File: config.mk
export PLATFORM = sky130hd
export DESIGN_NAME = cu_fsm_flat
export DESIGN_NICKNAME = d
export VERILOG_FILES = /design/src/rtl/cu_fsm_if.sv /design/src/rtl/cu_fsm.sv /design/src/flat_wrapper.sv
export SDC_FILE = /design/constraint.sdc
export NUM_CORES = 1
export LEC_CHECK = 0
export BUFFER_PORTS_ARGS = -buffer_cell sky130_fd_sc_hd__buf_4
export CAP_MARGIN = 20
export CORE_AREA = 2 2 39 41
export DETAILED_ROUTE_END_ITERATION = 16
export DIE_AREA = 0 0 41 43
export PLACE_DENSITY = 0.57
export SETUP_SLACK_MARGIN = 0.1
export SLEW_MARGIN = 40
export SYNTH_ARGS = -nofsm -noshare
export SYNTH_HDL_FRONTEND = slang
export SYNTH_SLANG_ARGS = --single-unit
File: constraint.sdc
create_clock -name CLK -period 2.2 [get_ports CLK]
set_input_delay 0.33 -clock CLK [delete_from_list [all_inputs] [get_ports CLK]]
set_output_delay 0.33 -clock CLK [all_outputs]
set_load 0.02 [all_outputs]
File: src/rtl/cu_fsm_if.sv
// Signal bundle between the OTTER control-unit sequencer and its surroundings:
// instruction fields and interrupt inputs in, datapath/CSR write strobes out.
interface cu_fsm_if;
    logic [6:0] opcode;
    logic [2:0] func3;
    logic       intr;
    logic       mie;
    logic       pcWrite;
    logic       regWrite;
    logic       memWE2;
    logic       memRDEN1;
    logic       memRDEN2;
    logic       reset;
    logic       csr_WE;
    logic       int_taken;
    logic       mret_exec;

    modport master (
        output opcode, func3, intr, mie,
        input  pcWrite, regWrite, memWE2, memRDEN1, memRDEN2,
               reset, csr_WE, int_taken, mret_exec
    );

    modport slave (
        input  opcode, func3, intr, mie,
        output pcWrite, regWrite, memWE2, memRDEN1, memRDEN2,
               reset, csr_WE, int_taken, mret_exec
    );
endinterface

File: src/rtl/cu_fsm.sv
// Multi-cycle OTTER control sequencer: FETCH/EXEC (+WB for loads), with an
// interrupt-entry cycle inserted only at instruction boundaries.
module cu_fsm (
    input  logic     CLK,
    input  logic     RST,
    cu_fsm_if.slave  bus
);
    typedef enum logic [2:0] {
        ST_INIT,
        ST_FETCH,
        ST_EXEC,
        ST_WB,
        ST_INTR
    } state_t;

    localparam logic [6:0] OPC_LOAD   = 7'b0000011;
    localparam logic [6:0] OPC_STORE  = 7'b0100011;
    localparam logic [6:0] OPC_BRANCH = 7'b1100011;
    localparam logic [6:0] OPC_LUI    = 7'b0110111;
    localparam logic [6:0] OPC_AUIPC  = 7'b0010111;
    localparam logic [6:0] OPC_JAL    = 7'b1101111;
    localparam logic [6:0] OPC_JALR   = 7'b1100111;
    localparam logic [6:0] OPC_OP_IMM = 7'b0010011;
    localparam logic [6:0] OPC_OP     = 7'b0110011;
    localparam logic [6:0] OPC_SYSTEM = 7'b1110011;

    state_t state_q, state_d;
    logic   intr_pend_q, intr_pend_d;
    logic   take_intr;

    logic pc_write, reg_write, mem_we2, mem_rden1, mem_rden2;
    logic reset_o, csr_we, int_taken, mret_exec;

    always_ff @(posedge CLK or posedge RST) begin
        if (RST) begin
            state_q     <= ST_INIT;
            intr_pend_q <= 1'b0;
        end else begin
            state_q     <= state_d;
            intr_pend_q <= intr_pend_d;
        end
    end

    // mie is sampled in the deciding cycle, so an MRET restoring it does not divert itself.
    assign take_intr = intr_pend_q & bus.mie;

    // A new request on the edge leaving INTR wins over the clear.
    assign intr_pend_d = bus.intr | (intr_pend_q & (state_q != ST_INTR));

    always_comb begin
        state_d   = state_q;
        pc_write  = 1'b0;
        reg_write = 1'b0;
        mem_we2   = 1'b0;
        mem_rden1 = 1'b0;
        mem_rden2 = 1'b0;
        reset_o   = 1'b0;
        csr_we    = 1'b0;
        int_taken = 1'b0;
        mret_exec = 1'b0;

        case (state_q)
            ST_INIT: begin
                reset_o = 1'b1;
                state_d = ST_FETCH;
            end

            ST_FETCH: begin
                mem_rden1 = 1'b1;
                state_d   = ST_EXEC;
            end

            ST_EXEC: begin
                state_d = take_intr ? ST_INTR : ST_FETCH;
                case (bus.opcode)
                    OPC_LOAD: begin
                        mem_rden2 = 1'b1;
                        state_d   = ST_WB;
                    end
                    OPC_STORE: begin
                        mem_we2  = 1'b1;
                        pc_write = 1'b1;
                    end
                    OPC_BRANCH: pc_write = 1'b1;
                    OPC_LUI, OPC_AUIPC, OPC_JAL, OPC_JALR, OPC_OP_IMM, OPC_OP: begin
                        reg_write = 1'b1;
                        pc_write  = 1'b1;
                    end
                    OPC_SYSTEM: begin
                        pc_write = 1'b1;
                        if (bus.func3 == 3'b000) begin
                            mret_exec = 1'b1;
                        end else begin
                            csr_we    = 1'b1;
                            reg_write = 1'b1;
                        end
                    end
                    default: pc_write = 1'b1;
                endcase
            end

            ST_WB: begin
                reg_write = 1'b1;
                pc_write  = 1'b1;
                state_d   = take_intr ? ST_INTR : ST_FETCH;
            end

            ST_INTR: begin
                int_taken = 1'b1;
                pc_write  = 1'b1;
                state_d   = ST_FETCH;
            end

            default: state_d = ST_INIT;
        endcase
    end

    assign bus.pcWrite   = pc_write;
    assign bus.regWrite  = reg_write;
    assign bus.memWE2    = mem_we2;
    assign bus.memRDEN1  = mem_rden1;
    assign bus.memRDEN2  = mem_rden2;
    assign bus.reset     = reset_o;
    assign bus.csr_WE    = csr_we;
    assign bus.int_taken = int_taken;
    assign bus.mret_exec = mret_exec;
endmodule

File: src/flat_wrapper.sv
// flat-port wrapper written by rule: the top's interface ports become plain ports
module cu_fsm_flat 
  (CLK, RST, bus_opcode, bus_func3, bus_intr, bus_mie, bus_pcWrite, bus_regWrite, bus_memWE2, bus_memRDEN1, bus_memRDEN2, bus_reset, bus_csr_WE, bus_int_taken, bus_mret_exec);
  cu_fsm_if bus_i ();
  input  logic CLK;
  input  logic RST;
  input wire logic [$bits(bus_i.opcode)-1:0] bus_opcode;
  input wire logic [$bits(bus_i.func3)-1:0] bus_func3;
  input wire logic [$bits(bus_i.intr)-1:0] bus_intr;
  input wire logic [$bits(bus_i.mie)-1:0] bus_mie;
  output wire logic [$bits(bus_i.pcWrite)-1:0] bus_pcWrite;
  output wire logic [$bits(bus_i.regWrite)-1:0] bus_regWrite;
  output wire logic [$bits(bus_i.memWE2)-1:0] bus_memWE2;
  output wire logic [$bits(bus_i.memRDEN1)-1:0] bus_memRDEN1;
  output wire logic [$bits(bus_i.memRDEN2)-1:0] bus_memRDEN2;
  output wire logic [$bits(bus_i.reset)-1:0] bus_reset;
  output wire logic [$bits(bus_i.csr_WE)-1:0] bus_csr_WE;
  output wire logic [$bits(bus_i.int_taken)-1:0] bus_int_taken;
  output wire logic [$bits(bus_i.mret_exec)-1:0] bus_mret_exec;
  assign bus_i.opcode = bus_opcode;
  assign bus_i.func3 = bus_func3;
  assign bus_i.intr = bus_intr;
  assign bus_i.mie = bus_mie;
  assign bus_pcWrite = bus_i.pcWrite;
  assign bus_regWrite = bus_i.regWrite;
  assign bus_memWE2 = bus_i.memWE2;
  assign bus_memRDEN1 = bus_i.memRDEN1;
  assign bus_memRDEN2 = bus_i.memRDEN2;
  assign bus_reset = bus_i.reset;
  assign bus_csr_WE = bus_i.csr_WE;
  assign bus_int_taken = bus_i.int_taken;
  assign bus_mret_exec = bus_i.mret_exec;
  cu_fsm u_core (.CLK(CLK), .RST(RST), .bus(bus_i));
endmodule
==> results.yml <==
setup_path:
  critical_path_required_ns: 1.87
  cp-start-kind: "flop"
  cpPeakStageDelay_ns: 0.54
  crit_chain: "nand2b_4 -> or4_4 -> nor4_4 -> buf_4"
  arrival_ns: 1.70
  cp_slowest_cell: "or4_4"
  setup.worst_path.class: "flop to output port"
  end_kind: "output port"
  worstRegToRegCells: 2
  cp_max_fo: 6
layout:
  post-route-util: 0.410
  antenna_cells: 0
  fin_area_um2: 567
  syn2layout_area_growth_pct: 61.2
  final_cell_mix: "buf_4 (22), nor3_1 (5), nor2_1 (4)"
  layout_commonest_cell: "buf_4"
  layout-drive-gt1-share: 0.477
  nets: 81
sta:
  hold_viol: 0
  period_share: 0.921
  report.final.setup_viol: 0
  finalMaxSlewViolations: 0
  rsz0062_at_grt: "no"
  worstMarginPinSlew_ns: 0.358
  setup_tns_ns: 0
  relSlewSlack: 0.759
  skew_ns: 0.000331
  finalCriticalPeriod_ns: 2.03
  fmax_ghz: 0.494
placed_design:
  gp_congestion: 0.708
  dp_hpwl_um: 687
  placed_area_um2: 533
  io_buffers: 22
power:
  peakVddDrop_v: 0.000412
  p_seq_frac: 0.291
  sw_frac_of_total: 0.427
  intPower_mw: 0.282
  p_comb_frac: 0.526
  clock_power_share: 0.183
  p_per_area_nw_per_um2: 870
  netSwitchingPower_mw: 0.211
  power_leakage_nw: 0.267
drt:
  ant_nets: 0
  dr.pass1.iters: 4
  drc: 0
  via_per_inst: 4.73
  drt_wl_total_um: 864
  num_vias: 383
  wl_per_cell_um: 10.7
  drt_first_iter_violations: 5
yosys:
  ys_warn_count: 0
  syn_area_um2: 352
  synth_fp_nets: 54
  synth_top_area_frac: 0.285
  synth_cell_type_count: 24
  synthCells: 40
  yosys-top-cells-area: "dfrtp_1 (28%), nand4bb_4 (7.8%), nor3_1 (7.1%)"
  synth_top_area_cell: "dfrtp_1"
  avgSynthCellArea_um2: 8.79
  yosysSeqAreaShare: 0.285
  synth-seq-cells: 4
job:
  maxCapViolCount: 0
global_routing:
  grt_pass1_wl_um: 1390
  grtUsageTotal: 0.112
  grt-ovfl-total: 0
  antenna_found_initial: 0
  grt_max_degree: 10
  grt_pass1_vias: 362
clock_network:
  clock_latency_ns: 0.23
  h-tree-depth: 1
  clkTransAtPathRegs_ns: 0.04
  postCtsSetupRepairBufs: 0
  clockRootBuffer: "clkbuf_4"
  cts_max_path_buffers: 2
  cts-buffers-inserted: 3
  clkSinkCount: 4
  cts_tree: "built"
die:
  rows: 14
  die_area_um2: 1760
  core_area_um2: 1380
  io_pins: 23
  die_w_um: 41
  start_util: 0.254
  die_h_um: 43
hold_path:
  worst_hold_path_type: "primary input to flop"
  hold_depth: 2
outcome:
  status: "finished clean"
-- cells by family (layout without fill, tap and decap cells) --
logic type / Yosys count / count (layout) / synth area share
and+or+nand+nor: 27 / 27 / 0.566
AOI/OAI and AO/OA: 6 / 6 / 0.117
buffers and inverters: 3 / 28 / 0.0320
DFF: 4 / 4 / 0.285
-- worst max-delay path, delay by kind of cell, from the launching register on --
family	cells	cell delay (ns)
simple gates	3	0.86
buf+inv	1	0.18
flops	1	0.43
-- path summary, 6_finish.rpt --
path                                     from                  to  slack, ns
min in group asynchronous                 RST   u_core.state_q[1]       0.55
min reg2reg                u_core.intr_pend_q  u_core.intr_pend_q       0.47
max reg2reg                 u_core.state_q[0]   u_core.state_q[2]       1.13
min                                  bus_intr  u_core.intr_pend_q       0.28
max                         u_core.state_q[2]       bus_mret_exec       0.17
max in group asynchronous                 RST   u_core.state_q[2]       1.49
-- registers in the layout (all words and copies together) (netlist names) --
register	flops
u_core.intr_pend_q	1
u_core.state_q	3
-- Yosys cell counts --
library cell	count
or4_4	1
or2_2	1
nor2_1	4
a21oi_1	1
inv_1	2
and4b_1	1
nor3_1	5
a21o_1	2
nor4_4	1
nand2_1	3
nor4_1	1
dfrtp_1	4
o2111ai_1	1
or3_1	1
nand4bb_4	1
nor2b_1	1
nor3b_1	2
and3_1	1
nand3_1	2
nand2b_4	1
or4_1	1
clkbuf_1	1
o21ai_0	1
o31ai_1	1
-- stage by stage --
stage	instances	hold slack (ns)	total power, mW	setup WS [ns]
final	81	0.276	0.493	0.174
after global routing	81	0.275	0.533	0.105
after CTS	81	0.274	0.495	0.159
after detailed placement	77	0.231	0.400	0.341
after global placement	77	0.231	0.401	0.353
after floorplan	40	0.0961	0.294	0.442
-- power by group through the flow --
stage / combinational [mW] / clock (mW) / sequential (mW)
after floorplan: 0.176 / 0 / 0.119
after global placement: 0.258 / 0 / 0.144
after detailed placement: 0.258 / 0 / 0.143
after CTS: 0.262 / 0.0916 / 0.141
after global routing: 0.284 / 0.0987 / 0.150
final: 0.259 / 0.0904 / 0.143
-- area by class of cell --
class | count | area [µm²]
clock buffer | 3 | 22.5
sequential | 4 | 101
tap | 16 | 20.0
inverter | 2 | 7.51
multi-input combinational | 33 | 240
fill | 143 | 817
timing repair buffer | 23 | 175
-- metal layers --
layer,wire [µm],global-route usage
met3,43,0.0314
met2,429,0.153
met1,391,0.163
met5,0,0
met4,0,0.0400
-- repair_timing --
item | CTS | global route
hold buffers | 1 | 0
hold endpoints to repair | 4 | 0
setup endpoints to repair | 0 | 1
gates resized for setup | 0 | 1
Note: power is estimated with default switching activity, not from simulation.
